File: config.mk
export PLATFORM = sky130hd
export DESIGN_NAME = regfile_bypass_sb
export DESIGN_NICKNAME = d
export VERILOG_FILES = /design/src/rtl/regfile_pkg.sv /design/src/rtl/regfile_scoreboard.sv /design/src/rtl/regfile_bypass_sb.sv
export SDC_FILE = /design/constraint.sdc
export NUM_CORES = 2
export LEC_CHECK = 0
export CORE_ASPECT_RATIO = 0.6
export CORE_MARGIN = 2
export CORE_UTILIZATION = 59
export CTS_CLUSTER_SIZE = 10
export DETAILED_ROUTE_END_ITERATION = 8
export GPL_ROUTABILITY_DRIVEN = 0
export PLACE_DENSITY = 0.8
export SLEW_MARGIN = 20
export SYNTH_ARGS = -nofsm -noshare
export SYNTH_HDL_FRONTEND = slang
export SYNTH_HIERARCHICAL = 1
export SYNTH_SLANG_ARGS = --single-unit
File: constraint.sdc
create_clock -name clk -period 3.3 [get_ports clk]
set_input_delay 0.66 -clock clk [delete_from_list [all_inputs] [get_ports clk]]
set_output_delay 0.66 -clock clk [all_outputs]
set_load 0.02 [all_outputs]
File: src/rtl/regfile_pkg.sv
// -----------------------------------------------------------------------------
// regfile_pkg
// Shared constants for the ID/WB register file slice.
//   DATA_W_DEF : default register width in bits
//   ADDR_W_DEF : default address width (DEPTH = 2**ADDR_W)
//   LINK_REG   : entry written by the jal link port
//   ZERO_IDX   : index of the hardwired zero register
// The helper isZeroAddr() lets the top and the scoreboard agree on what
// counts as the zero register for a given address width.
// -----------------------------------------------------------------------------
package regfile_pkg;

    localparam int DATA_W_DEF = 32;
    localparam int ADDR_W_DEF = 5;
    localparam int LINK_REG   = 31;
    localparam int ZERO_IDX   = 0;

    // True when 'addr' hits the zero register and the zero register is enabled.
    function automatic logic isZeroAddr(input int addr, input int zeroReg);
        return (zeroReg != 0) && (addr == ZERO_IDX);
    endfunction

endpackage

File: src/rtl/regfile_scoreboard.sv
// -----------------------------------------------------------------------------
// regfile_scoreboard
// Pending-write scoreboard: one busy bit per register entry.
// Ports:
//   clk, reset        clock and synchronous active-high reset
//   issue_en/addr     producer issued: marks issue_addr busy
//   wr_en/wr_addr     writeback: clears wr_addr
//   link_en           link write: clears LINK_REG
//   rd_addr           NRD packed read addresses
//   rd_busy           per-read-port busy flag (masked by same-cycle clears
//                     when BYPASS=1, since the data is forwarded anyway)
// -----------------------------------------------------------------------------
module regfile_scoreboard
    import regfile_pkg::*;
#(
    parameter int ADDR_W   = ADDR_W_DEF,
    parameter int ZERO_REG = 1,
    parameter int NRD      = 2,
    parameter int LINK_IDX = LINK_REG,
    parameter int BYPASS   = 1
) (
    input  logic                  clk,
    input  logic                  reset,
    input  logic                  issue_en,
    input  logic [ADDR_W-1:0]     issue_addr,
    input  logic                  wr_en,
    input  logic [ADDR_W-1:0]     wr_addr,
    input  logic                  link_en,
    input  logic [NRD*ADDR_W-1:0] rd_addr,
    output logic [NRD-1:0]        rd_busy
);

    localparam int DEPTH = 1 << ADDR_W;
    localparam logic [ADDR_W-1:0] LINK_A = ADDR_W'(LINK_IDX);

    logic [DEPTH-1:0] r_busy;
    logic [DEPTH-1:0] w_busyNext;

    // Clears are applied first so that a set to the same entry wins:
    // the newly issued producer supersedes the one completing now.
    always_comb begin
        w_busyNext = r_busy;
        if (wr_en)
            w_busyNext[wr_addr] = 1'b0;
        if (link_en)
            w_busyNext[LINK_A] = 1'b0;
        if (issue_en && !isZeroAddr(int'(issue_addr), ZERO_REG))
            w_busyNext[issue_addr] = 1'b1;
    end

    always_ff @(posedge clk) begin
        if (reset)
            r_busy <= '0;
        else
            r_busy <= w_busyNext;
    end

    for (genvar k = 0; k < NRD; k++) begin : g_busyPort
        logic [ADDR_W-1:0] w_addr;
        logic              w_clrHit;

        assign w_addr   = rd_addr[k*ADDR_W +: ADDR_W];
        assign w_clrHit = (wr_en && (w_addr == wr_addr)) ||
                          (link_en && (w_addr == LINK_A));
        assign rd_busy[k] = r_busy[w_addr] & ~((BYPASS != 0) & w_clrHit);
    end

endmodule

File: src/rtl/regfile_bypass_sb.sv
// -----------------------------------------------------------------------------
// regfile_bypass_sb
// Register file for the ID/WB stages with same-cycle write bypass, a jal
// link port, hardwired zero register, pending-write scoreboard and a
// registered debug read port.
// Ports:
//   clk, reset            clock and synchronous active-high reset
//   rd_addr / rd_data     NRD combinational read ports (packed, port k at k*W)
//   rd_busy               per-port outstanding-producer flag
//   wr_en/addr/data       writeback port
//   link_en/link_data     link write to LINK_REG (wins over writeback)
//   issue_en/issue_addr   marks a destination as pending
//   dbg_addr / dbg_data   debug read, one cycle latency, no bypass
// -----------------------------------------------------------------------------
module regfile_bypass_sb
    import regfile_pkg::*;
#(
    parameter int DATA_W   = DATA_W_DEF,
    parameter int ADDR_W   = ADDR_W_DEF,
    parameter int NRD      = 2,
    parameter int ZERO_REG = 1,
    parameter int LINK_IDX = LINK_REG,
    parameter int BYPASS   = 1
) (
    input  logic                  clk,
    input  logic                  reset,
    input  logic [NRD*ADDR_W-1:0] rd_addr,
    output logic [NRD*DATA_W-1:0] rd_data,
    output logic [NRD-1:0]        rd_busy,
    input  logic                  wr_en,
    input  logic [ADDR_W-1:0]     wr_addr,
    input  logic [DATA_W-1:0]     wr_data,
    input  logic                  link_en,
    input  logic [DATA_W-1:0]     link_data,
    input  logic                  issue_en,
    input  logic [ADDR_W-1:0]     issue_addr,
    input  logic [ADDR_W-1:0]     dbg_addr,
    output logic [DATA_W-1:0]     dbg_data
);

    localparam int DEPTH = 1 << ADDR_W;
    localparam logic [ADDR_W-1:0] LINK_A = ADDR_W'(LINK_IDX);

    logic [DATA_W-1:0] r_mem [DEPTH];
    logic [DATA_W-1:0] r_dbgData;

    // Storage update. The link write comes last so it wins a collision on
    // LINK_REG; writes aimed at the zero register are dropped.
    always_ff @(posedge clk) begin
        if (reset) begin
            for (int i = 0; i < DEPTH; i++)
                r_mem[i] <= '0;
        end else begin
            if (wr_en && !isZeroAddr(int'(wr_addr), ZERO_REG))
                r_mem[wr_addr] <= wr_data;
            if (link_en && !isZeroAddr(LINK_IDX, ZERO_REG))
                r_mem[LINK_A] <= link_data;
        end
    end

    // Debug read samples the array before this cycle's write lands.
    always_ff @(posedge clk) begin
        if (reset)
            r_dbgData <= '0;
        else
            r_dbgData <= r_mem[dbg_addr];
    end

    assign dbg_data = r_dbgData;

    for (genvar k = 0; k < NRD; k++) begin : g_readPort
        logic [ADDR_W-1:0] w_addr;
        logic [DATA_W-1:0] w_val;

        assign w_addr = rd_addr[k*ADDR_W +: ADDR_W];

        // Link bypass has priority over writeback bypass, matching which
        // value the array will hold after the collision.
        always_comb begin
            w_val = r_mem[w_addr];
            if (BYPASS != 0) begin
                if (link_en && (w_addr == LINK_A))
                    w_val = link_data;
                else if (wr_en && (w_addr == wr_addr))
                    w_val = wr_data;
            end
            if (isZeroAddr(int'(w_addr), ZERO_REG))
                w_val = '0;
        end

        assign rd_data[k*DATA_W +: DATA_W] = w_val;
    end

    regfile_scoreboard #(
        .ADDR_W   (ADDR_W),
        .ZERO_REG (ZERO_REG),
        .NRD      (NRD),
        .LINK_IDX (LINK_IDX),
        .BYPASS   (BYPASS)
    ) u_scoreboard (
        .clk        (clk),
        .reset      (reset),
        .issue_en   (issue_en),
        .issue_addr (issue_addr),
        .wr_en      (wr_en),
        .wr_addr    (wr_addr),
        .link_en    (link_en),
        .rd_addr    (rd_addr),
        .rd_busy    (rd_busy)
    );

    // Enables must be known whenever the block is out of reset.
    a_enKnown : assert property (@(posedge clk) disable iff (reset)
        !$isunknown({wr_en, issue_en}));

endmodule

==> flow_summary_export.csv <==
group,metric,value,unit
synthesis,ys_seq_area_share,48.3,%
floorplanning,die_height,264,um
routing,drt-initial-drc-count,12400,
synthesis,muxShareOfSynthArea,29.0,%
grt,grt_max_degree,61,
routing,wire_per_inst,40.9,um
critical_path,rrSetupSlack,1.05,ns
synthesis,ys_types,51,
timing,finClkSkew,0.0362,ns
worst_hold_path,hp-class,"reg -> reg",
clock_tree,clock_path_buffers,3,
placed_design,dp_cells,6489,
synthesis,netlist_area,66300,sq um
grt,grt_pass1_wl,390000,um
critical_path,rr_worst_depth,5,
run_status,violations,"DRC, setup timing",
timing,clock.fmax,275,MHz
clock_tree,htreeDepth,3,
timing,holdWs,0.488,ns
critical_path,path_cells,"mux4_2 -> mux2i_2 -> nor2_2 -> a2111oi_4 -> buf_4 -> o31ai_2 -> buf_2",
final_layout,drive_gt1_share,41.0,%
synthesis,synthSimpleGateAreaFrac,12.4,%
final_layout,layout_common_cells,"1024 x edfxtp_1, 960 x and2_1, 652 x mux4_2",
timing,finalSetupViolCount,65,
placed_design,hpwl,175000,um
pwr,ir_drop,454,uV
timing,rsz0062_at_grt,"true",
pwr,power.leakage,30.4,nW
synthesis,yosysWarnings,6,
clock_tree,clk_pin_slew,0.06,ns
routing,route.detailed.drc,10,
synthesis,async_reset_ff_share,0,%
clock_tree,cts_tree,"done",
synthesis,yosys_most_used_dff,"edfxtp_1",
final_layout,final_common_cell,"edfxtp_1",
floorplanning,pin_count,192,
critical_path,r2r-start,"r_mem[5][6]",
timing,max_slew_margin,42.9,%
floorplanning,die_w,437,um
clock_tree,insertion_delay,0.80,ns
critical_path,arrival,2.98,ns
floorplanning,die_area,115000,sq um
critical_path,setup.worst_path.start_class,"register",
floorplanning,core.rowCount,95,
routing,postRouteAntennaNets,0,
clock_tree,cts_root_buf,"clkbuf_16",
placed_design,place.port_buffers,191,
synthesis,synth_xor_area_share,0.264,%
critical_path,critical_path.max_stage_delay,0.53,ns
synthesis,synth_area_per_cell,14.2,sq um
run_status,outcome,"finished with violations",
synthesis,synth-compound-area-share,6.58,%
timing,finalMaxSlewViolations,0,
grt,grt_util_all_layers,47.9,%
timing,tightest_slew,0.857,ns
timing,period_share,110,%
final_layout,nNetsFinal,5479,
final_layout,design_area,84400,sq um
routing,via_per_inst,8.03,
critical_path,worstSetupEndpointType,"output pin",
worst_hold_path,hold_depth,2,
final_layout,area_growth,27.3,%
routing,route.vias.total,56300,
grt,grt_overflow,0,
timing,finalHoldViolations,0,
synthesis,ys_ff_latch,1088,
grt,antenna_found_initial,22,
floorplanning,coreArea,112000,sq um
routing,first_pass_iters,9,
synthesis,syn_inst,4672,
placed_design,placed_area,75300,sq um
critical_path,cp_max_fo,3,
floorplanning,start_util,59.3,%
routing,drt-total-wl,287000,um
critical_path,worstPathRequired,2.64,ns
critical_path,worst-setup-path-type,"reg -> out",
clock_tree,cts_buffers,120,
final_layout,final_util,75.5,%
critical_path,cpMaxStageDelayCell,"mux4_2",
worst_hold_path,hold_end,"u_scoreboard/r_busy[3]",
clock_tree,clkSinkCount,1088,
timing,setup_slack,-0.340,ns
final_layout,finalNonFillerCells,7013,
worst_hold_path,hold_start,"u_scoreboard/r_busy[3]",
critical_path,timing.rr.end,"dbg_data[6]",
grt,grt_pass1_vias,53500,
run,cap_viol_max_count,0,
pwr,power_density,448,nW/um^2
synthesis,synthAdderAreaFrac,0,%
synthesis,synth-edff-count,1024,
timing,fin_crit,3.64,ns
synthesis,synth_top_family_by_area,"multiplexers",
==> routing by layer <==
layer | GRT usage [%] | wire length [um] | vias up
met5 | 2.32 | 473 | -
met4 | 27.6 | 22800 | 29
met3 | 30.6 | 63200 | 1866
met2 | 63.5 | 114000 | 7232
met1 | 58.7 | 87000 | 27200
li1 | - | - | 20000
==> state kept, by name (all words and copies together), names as in the netlist <==
name	count
dbg_data	32
r_mem	1024
u_scoreboard/r_busy	32
==> worst max-delay path: cells and delay by family, from the launching register on <==
family	cells	cell delay, ns
compound gates	2	0.54
buf+inv	2	0.39
flops	1	0.44
mux	2	0.73
simple gates	1	0.09
==> power by group <==
part,leakage (nW),switching [mW],internal (mW),total (mW)
clock network,1.68,5.96,7.03,13.0
logic,18.4,4.35,3.85,8.20
registers,10.3,0.697,15.9,16.6
total,30.4,11.0,26.8,37.8
==> worst max-delay path by stage <==
stage | start | depth (start not counted) | to
6_report | r_mem[5][9] | 7 | rd_data[9]
2_1_floorplan | rd_addr[0] | 9 | rd_data[0]
5_1_grt | r_mem[5][9] | 7 | rd_data[9]
4_1_cts | r_mem[5][9] | 7 | rd_data[9]
3_5_place_dp | rd_addr[0] | 10 | rd_data[9]
3_3_place_gp | rd_addr[0] | 9 | rd_data[9]
==> cell families (layout without fill, tap and decap cells) <==
| group | after synthesis | count (layout) |
|---|---|---|
| simple gates | 1362 | 1362 |
| compound gates | 585 | 585 |
| xor+xnor | 20 | 20 |
| other cells | 1 | 58 |
| buf+inv | 536 | 1317 |
| mux | 1080 | 1080 |
| flops | 1088 | 1088 |
==> cells in the mapped netlist, types with 2 or more instances <==
| master | count | area (sq um) |
|---|---|---|
| a221oi_1 | 5 | 43.8 |
| xor2_1 | 12 | 105 |
| or3_1 | 3 | 18.8 |
| clkbuf_1 | 359 | 1350 |
| nand4_1 | 3 | 18.8 |
| buf_1 | 23 | 86.3 |
| a22oi_1 | 34 | 255 |
| nand3_1 | 9 | 45.0 |
| and3b_1 | 3 | 26.3 |
| o31ai_1 | 31 | 233 |
| nand2_1 | 45 | 169 |
| nor3_1 | 36 | 180 |
| and3_1 | 3 | 18.8 |
| buf_2 | 113 | 566 |
| edfxtp_1 | 1024 | 30700 |
| a2111oi_0 | 31 | 272 |
| a211oi_1 | 125 | 938 |
| or2_2 | 32 | 200 |
| dfxtp_1 | 64 | 1280 |
| o221ai_1 | 32 | 280 |
| o21ai_0 | 33 | 165 |
| buf_6 | 9 | 101 |
| mux2i_1 | 295 | 2950 |
| buf_4 | 27 | 203 |
| mux4_1 | 7 | 184 |
| nor2_1 | 74 | 278 |
| a31oi_1 | 3 | 18.8 |
| mux4_2 | 649 | 14600 |
| or3b_2 | 2 | 17.5 |
| a21oi_1 | 31 | 155 |
| nor4_1 | 66 | 413 |
| and2_1 | 963 | 6020 |
| mux2_2 | 129 | 1450 |
| nor3b_1 | 6 | 45.0 |
| a221o_1 | 33 | 330 |
| o22ai_1 | 128 | 801 |
| clkbuf_2 | 2 | 10.0 |
| nor2b_1 | 100 | 626 |
| xnor2_1 | 8 | 70.1 |
| inv_1 | 3 | 11.3 |
| nand2b_1 | 6 | 37.5 |
| a22o_1 | 95 | 832 |
| nand3b_1 | 8 | 60.1 |
==> stage by stage <==
stage | TNS (ns) | setup slack [ns] | power, mW
final | -9.53 | -0.340 | 37.8
after global routing | -10.16 | -0.307 | 38.1
after CTS | -5.38 | -0.238 | 36.6
after detailed placement | -44.91 | -1.20 | 23.4
after global placement | -44.75 | -1.15 | 23.2
after floorplan | 0 | 0.149 | 20.2
==> cell type report <==
cell class                 count  area [sq um]
clock inverter                 7           121
timing repair buffer        1093         11900
fill                        6088         27300
multi-input combinational   3079         34900
tap                         1503          1880
sequential                  1088         32000
antenna                       26          65.1
inverter                       3          11.3
clock buffer                 214          3430
==> timing repair <==
action	4_1_cts	5_1_grt
gates resized for setup	783	174
hold buffers	0	0
gates cloned	13	4
pin swaps	98	72
endpoints found under the setup margin	66	66
buffers inserted	208	87
Power figures use the tool's default switching activity.
